[src/rtl/mips_pkg.sv]
// mips_pkg: shared ALU control codes, register-zero index and ID/EX slot state encoding.
`default_nettype none

package mips_pkg;

  localparam int IMM_W   = 16;
  localparam int SHAMT_W = 5;

  localparam logic [4:0] REG_ZERO = 5'd0;

  typedef enum logic [3:0] {
    ALU_AND  = 4'd0,
    ALU_OR   = 4'd1,
    ALU_ADD  = 4'd2,
    ALU_SLT  = 4'd3,
    ALU_ADDU = 4'd4,
    ALU_SLL  = 4'd5,
    ALU_SUB  = 4'd6,
    ALU_SLTU = 4'd7
  } alu_ctrl_e;

  typedef enum logic [1:0] {
    ST_EMPTY  = 2'd0,
    ST_FULL   = 2'd1,
    ST_BUBBLE = 2'd2
  } state_e;

endpackage

`default_nettype wire

[src/rtl/fwd_unit.sv]
// fwd_unit: combinational operand bypass, EX/MEM over MEM/WB over register-file data.
`default_nettype none

module fwd_unit
  import mips_pkg::*;
#(
  parameter int DATA_W = 32,
  parameter int REG_AW = 5
) (
  input  logic [REG_AW-1:0] src_i,
  input  logic [DATA_W-1:0] reg_data_i,
  input  logic              exmem_we_i,
  input  logic [REG_AW-1:0] exmem_rd_i,
  input  logic [DATA_W-1:0] exmem_res_i,
  input  logic              memwb_we_i,
  input  logic [REG_AW-1:0] memwb_rd_i,
  input  logic [DATA_W-1:0] memwb_res_i,
  output logic [DATA_W-1:0] data_o
);

  always_comb begin
    data_o = reg_data_i;
    // r0 is hardwired zero, so a producer targeting it must never bypass.
    if (src_i != REG_AW'(REG_ZERO)) begin
      if (exmem_we_i && (exmem_rd_i == src_i)) begin
        data_o = exmem_res_i;
      end else if (memwb_we_i && (memwb_rd_i == src_i)) begin
        data_o = memwb_res_i;
      end
    end
  end

endmodule

`default_nettype wire

[src/rtl/id_ex_stage.sv]
// id_ex_stage: ID/EX register with immediate extension, operand forwarding and load-use bubble.
// Build macro FWD_EN enables forwarding and load-use detection; without it hazards are left to software.
`default_nettype none

module id_ex_stage
  import mips_pkg::*;
#(
  parameter int DATA_W = 32,
  parameter int REG_AW = 5,
  parameter int CTRL_W = 4
) (
  input  logic              clk,
  input  logic              rst,
  input  logic              id_valid,
  output logic              id_ready,
  input  logic [CTRL_W-1:0] id_ctrl,
  input  logic [REG_AW-1:0] id_rs,
  input  logic [REG_AW-1:0] id_rt,
  input  logic [REG_AW-1:0] id_rd,
  input  logic [DATA_W-1:0] id_rs_data,
  input  logic [DATA_W-1:0] id_rt_data,
  input  logic [15:0]       id_imm,
  input  logic              id_use_imm,
  input  logic              id_sign_ext,
  input  logic [4:0]        id_shamt,
  input  logic              id_reg_write,
  input  logic              id_is_load,
  input  logic              flush,
  input  logic              ex_stall,
  input  logic              exmem_reg_write,
  input  logic [REG_AW-1:0] exmem_rd,
  input  logic [DATA_W-1:0] exmem_result,
  input  logic              memwb_reg_write,
  input  logic [REG_AW-1:0] memwb_rd,
  input  logic [DATA_W-1:0] memwb_result,
  output logic              ex_valid,
  output logic [CTRL_W-1:0] ex_ctrl,
  output logic [DATA_W-1:0] ex_a,
  output logic [DATA_W-1:0] ex_b,
  output logic [4:0]        ex_shamt,
  output logic [REG_AW-1:0] ex_rd,
  output logic              ex_reg_write,
  output logic              ex_is_load,
  output logic              load_use_stall
);

  state_e              state_q, state_d;
  logic                capture;
  logic                load_use;
  logic [CTRL_W-1:0]   ctrl_q;
  logic [REG_AW-1:0]   rs_q, rt_q, rd_q;
  logic [DATA_W-1:0]   rs_data_q, rt_data_q, imm_ext_q;
  logic                use_imm_q, reg_write_q, is_load_q;
  logic [4:0]          shamt_q;
  logic [DATA_W-1:0]   imm_ext;
  logic [DATA_W-1:0]   fwd_a, fwd_b;

  assign imm_ext = {{(DATA_W-16){id_imm[15] & id_sign_ext}}, id_imm};

  assign ex_valid = (state_q == ST_FULL);

`ifdef FWD_EN
  assign load_use = ex_valid & is_load_q & (rd_q != REG_AW'(REG_ZERO)) &
                    ((rd_q == id_rs) | ((rd_q == id_rt) & ~id_use_imm));

  fwd_unit #(.DATA_W(DATA_W), .REG_AW(REG_AW)) u_fwd_a (
    .src_i      (rs_q),
    .reg_data_i (rs_data_q),
    .exmem_we_i (exmem_reg_write),
    .exmem_rd_i (exmem_rd),
    .exmem_res_i(exmem_result),
    .memwb_we_i (memwb_reg_write),
    .memwb_rd_i (memwb_rd),
    .memwb_res_i(memwb_result),
    .data_o     (fwd_a)
  );

  fwd_unit #(.DATA_W(DATA_W), .REG_AW(REG_AW)) u_fwd_b (
    .src_i      (rt_q),
    .reg_data_i (rt_data_q),
    .exmem_we_i (exmem_reg_write),
    .exmem_rd_i (exmem_rd),
    .exmem_res_i(exmem_result),
    .memwb_we_i (memwb_reg_write),
    .memwb_rd_i (memwb_rd),
    .memwb_res_i(memwb_result),
    .data_o     (fwd_b)
  );
`else
  logic unused_fwd;
  assign load_use   = 1'b0;
  assign fwd_a      = rs_data_q;
  assign fwd_b      = rt_data_q;
  assign unused_fwd = ^{exmem_reg_write, exmem_rd, exmem_result,
                        memwb_reg_write, memwb_rd, memwb_result, rs_q, rt_q};
`endif

  assign id_ready       = ~rst & ~ex_stall & ~load_use;
  assign load_use_stall = load_use & id_valid & ~ex_stall;

  assign ex_ctrl      = ctrl_q;
  assign ex_a         = fwd_a;
  assign ex_b         = use_imm_q ? imm_ext_q : fwd_b;
  assign ex_shamt     = shamt_q;
  assign ex_rd        = rd_q;
  assign ex_reg_write = reg_write_q & ex_valid;
  assign ex_is_load   = is_load_q & ex_valid;

  // Flush beats stall beats bubble beats capture.
  always_comb begin
    state_d = state_q;
    capture = 1'b0;
    if (flush) begin
      state_d = ST_EMPTY;
    end else if (ex_stall) begin
      state_d = state_q;
    end else if (load_use_stall) begin
      state_d = ST_BUBBLE;
    end else if (id_valid && id_ready) begin
      state_d = ST_FULL;
      capture = 1'b1;
    end else begin
      state_d = ST_EMPTY;
    end
  end

  always_ff @(posedge clk or posedge rst) begin
    if (rst) begin
      state_q     <= ST_EMPTY;
      ctrl_q      <= '0;
      rs_q        <= '0;
      rt_q        <= '0;
      rd_q        <= '0;
      rs_data_q   <= '0;
      rt_data_q   <= '0;
      imm_ext_q   <= '0;
      use_imm_q   <= 1'b0;
      shamt_q     <= '0;
      reg_write_q <= 1'b0;
      is_load_q   <= 1'b0;
    end else begin
      state_q <= state_d;
      if (capture) begin
        ctrl_q      <= id_ctrl;
        rs_q        <= id_rs;
        rt_q        <= id_rt;
        rd_q        <= id_rd;
        rs_data_q   <= id_rs_data;
        rt_data_q   <= id_rt_data;
        imm_ext_q   <= imm_ext;
        use_imm_q   <= id_use_imm;
        shamt_q     <= id_shamt;
        reg_write_q <= id_reg_write;
        is_load_q   <= id_is_load;
      end
    end
  end

endmodule

`default_nettype wire

[config.mk]
export PLATFORM = sky130hd
export DESIGN_NAME = id_ex_stage
export DESIGN_NICKNAME = d
export VERILOG_FILES = /design/src/rtl/mips_pkg.sv /design/src/rtl/fwd_unit.sv /design/src/rtl/id_ex_stage.sv
export SDC_FILE = /design/constraint.sdc
export NUM_CORES = 1
export LEC_CHECK = 0
export BUFFER_PORTS_ARGS = -buffer_cell sky130_fd_sc_hd__buf_2
export CAP_MARGIN = 30
export CORE_MARGIN = 5
export CORE_UTILIZATION = 40
export CTS_BUF_LIST = sky130_fd_sc_hd__clkbuf_4
export DETAILED_ROUTE_END_ITERATION = 10
export PLACE_DENSITY = 0.77
export SYNTH_ARGS = -nofsm -noshare
export SYNTH_HDL_FRONTEND = slang
export SYNTH_SLANG_ARGS = --single-unit
[constraint.sdc]
create_clock -name clk -period 8.1 [get_ports clk]
set_input_delay 1.62 -clock clk [delete_from_list [all_inputs] [get_ports clk]]
set_output_delay 1.62 -clock clk [all_outputs]
set_load 0.05 [all_outputs]
== After elaboration in Yosys (flattened, before gate mapping) ==
Cells that the tools add are included.

* Register bits: 100
* Input port bits: 189
* Logic and storage cells: 26

* Equal/unequal tests: 2
* Multiplexer cells: 7
* Bitwise logic cells: 6
* Reduce and logical (&&, ||, !) cells: 1

{| class="wikitable"
|+ Operators by type and width
! operator !! number
|-
| 32-bit two-way mux || 1
|-
| 1-bit bitwise AND || 4
|-
| 1-bit two-way mux || 4
|-
| 2-bit two-way mux || 2
|-
| 2-bit by 1-bit == test with 1-bit output (second input constant) || 1
|-
| 2-bit != test (second input constant) || 1
|-
| 1-bit NOT || 2
|-
| 1-bit logical AND || 1
|}

== Logic depth before layout (Yosys ltp) ==
* Depth in word-level cells: 6
* Gate-level depth with buffers: 5

== Least setup slack after synthesis ==
Ideal clock, no wire load.

* Kind: input port to output port
* Start point: input rst
* End point: output id_ready
* Arrival time: 2274 ps
* Setup slack: 4206 ps
* Cell stages on the path: 1
* Cell sequence: nor2_1

* Longest elaborated chain between the ends: 2

{| class="wikitable"
|+ RTL lines
! item !! line !! text
|-
| start: declaration || id_ex_stage.sv:13 || <nowiki>input logic rst,</nowiki>
|-
| 1-bit NOT || id_ex_stage.sv:98 || <nowiki>assign id_ready = ~rst & ~ex_stall & ~load_use;</nowiki>
|-
| 1-bit bitwise AND || id_ex_stage.sv:98 ||
|-
| end: declaration || id_ex_stage.sv:15 || <nowiki>output logic id_ready,</nowiki>
|}

No other way between the ends.

== Worst setup path in the final report ==
Ends and elaborated chain as after synthesis.

==> run metrics <==
synthesized flop and latch total 99; share of cells above drive strength 1 67.1%; Die Ht 111 um; measured slew at the worst slew-check pin 656 ps; leak pwr 2.61 nW; Main synth FF type dfrtp_1; Residual DRC 0; min-delay worst type reg2reg; cts hold-fix bufs 0; count leader, synth mux2_2; Routed WL per cell 15.1 um; total clock sinks 99; EDFF count, synth 0; setup violators final 0; I/O pins 272; vias in the first global route 3093; CP required 6480 ps; sequential share of the synthesized area 60.7%; synth top area cells dfrtp_1 (61%), mux2_2 (29%), mux2_1 (2.2%); Setup Fix Bufs, Post-CTS 0; syn nets 462; Synth warnings 0; drt pass-1 iters 4; synthesized area per cell 15.0 um^2; Power Total 0.00159 W; largest net degree at the start of global routing 53; Seq pwr share 41.1%; Max Clk Rate 0.267 GHz; Iteration-0 DRC Markers 88; Remaining Overflow, GRT 0; CP cell instances buf_2, nor2_1, buf_2; most frequent cells after synthesis mux2_2 (105), dfrtp_1 (99), inv_1 (18), o21ai_0 (16), buf_4 (10); share of the synthesized area in the top cell type 60.7%; TritonCTS buffer count 9; ANT cells 0; Max Cap Viol 0; P_sw 0.000691 W; clk root buf clkbuf_4; gpl congestion 0.745; final hold violation count 0; # fillers 858; Pint 0.000896 W; Non-Filler Instances 592; Row Count 36; detailed-route via count 2764; Post-Synthesis Cells 273; Final Util 52.9%; ys async rst share 100%; Max-Slew Margin vs Limit 56.3%; Cell Area, Synth 4080 um^2; Total Routing Usage GR 15.0%; hpwl dp 6620 um; Worst EP arrival 2130 ps; slowest cell on the critical path buf_2; DIE AREA 12300 um^2; post-CTS sizing 0; status complete, no violations; final net count 644; Critical Path End Type primary output; Max clock buf depth 2; initial core utilization 41.4%; initial antenna violation count 0; Pins Over Slew Limit 0; PwrDens 304 nW/um^2; Fin Hold WS 502 ps; CP Launch Type primary input; Logic pwr share 43.3%; RSZ-0062 raised after global routing no; Placed Instances 577; post-synth top area cell dfrtp_1; core area 9860 um^2; Die X 111 um; final wirelength 8920 um; H-tree levels 3; Vias per Instance 4.67; Tcrit/Tclk final 46.3%; Crit path top cell by count buf_2; CTS clk-pin slew, worst paths 130 ps; Synth cell types 17; CP max FO 3; area grow syn2layout 27.7%; worst-skew pair later-pin latency 420 ps; Final ANT Viol Nets 0; Worst Setup Path Type in2out; CTS tree built; clock share of power 15.6%; clock skew 0 ps; Port Buffers 184; Switching Fraction 43.5%; setup TNS 0 ps; worst vdd ir 0.166 mV; first-pass GRT wire length 15100 um; post-route minimum period 3750 ps; slowest stage delay, CP 260 ps
## sequential cells by signal (all words and copies together) (netlist names)
signal,flops
use_imm_q,1
is_load_q,1
ex_rd,5
ex_a,32
ex_ctrl,4
state_q,1
imm_ext_q,17
reg_write_q,1
fwd_b,32
ex_shamt,5
## power by group through the flow
stage | sequential (W) | clock, W | combinational, W
after floorplan | 0.000835 | 0 | 0.000361
after global placement | 0.000655 | 0 | 0.000686
after detailed placement | 0.000665 | 0 | 0.000694
after CTS | 0.000654 | 0.000259 | 0.000696
after global routing | 0.000668 | 0.000283 | 0.000725
final | 0.000652 | 0.000247 | 0.000687
## final timing paths
kind | cells after the start | slack [ps] | to | from
max | 3 | 4350 | id_ready | rst
min | 1 | 500 | fwd_b[10]$_DFFE_PP0P_ | fwd_b[10]$_DFFE_PP0P_
max reg2reg | 1 | 7240 | use_imm_q$_DFFE_PP0P_ | use_imm_q$_DFFE_PP0P_
min reg2reg | 1 | 500 | fwd_b[10]$_DFFE_PP0P_ | fwd_b[10]$_DFFE_PP0P_
max in group asynchronous | 3 | 5710 | imm_ext_q[4]$_DFFE_PP0P_ | rst
min in group asynchronous | 2 | 1290 | ex_a[27]$_DFFE_PP0P_ | rst
## logic make-up after synthesis
family                 share of synthesized area (%)
DFF                                             60.7
AOI/OAI and AO/OA                               2.15
muxes                                           31.4
buffers and inverters                           4.63
other                                         0.0919
and+or+nand+nor                                 1.04
## worst max-delay path, delay by kind of cell
kind	cells	cell delay, ps
buffers and inverters	2	400
AND/OR/NAND/NOR	1	100
## final cells by class
cell class,count,area (um^2),share of cell area [%]
Timing Repair Buffer,188,951,18.2
Clock inverter,4,42.5,0.816
Inverter,18,70.1,1.34
Multi-Input combinational cell,139,1430,27.3
Clock buffer,11,82.6,1.58
Tap cell,133,166,3.19
Sequential cell,99,2480,47.5
## through the flow
stage,area (um^2),setup slack [ps]
global route,5220,4080
detailed placement,5090,4290
finish,5220,4350
CTS,5220,4270
floorplan,4080,3890
global placement,5090,4350
## layer usage
| metal | vias to the layer above | part of all wire [%] | GRT usage [%] |
|---|---|---|---|
| li1 | 1300 | - | - |
| met4 | 0 | 1.0 | 4.62 |
| met2 | 106 | 49 | 24.6 |
| met5 | - | 0 | 0 |
| met3 | 8 | 9.0 | 5.84 |
| met1 | 1350 | 41 | 18.2 |
## placed cells by master (no fill, tap or decap), types with 2 or more instances in the layout
master      n
inv_1      17
mux2_1      8
clkbuf_4   11
dfrtp_1    99
buf_4       4
nand2_1     3
buf_2     184
and2_1      2
clkinv_1    2
mux2_2    105
o21ai_0    16
Power figures use the tool's default switching activity.
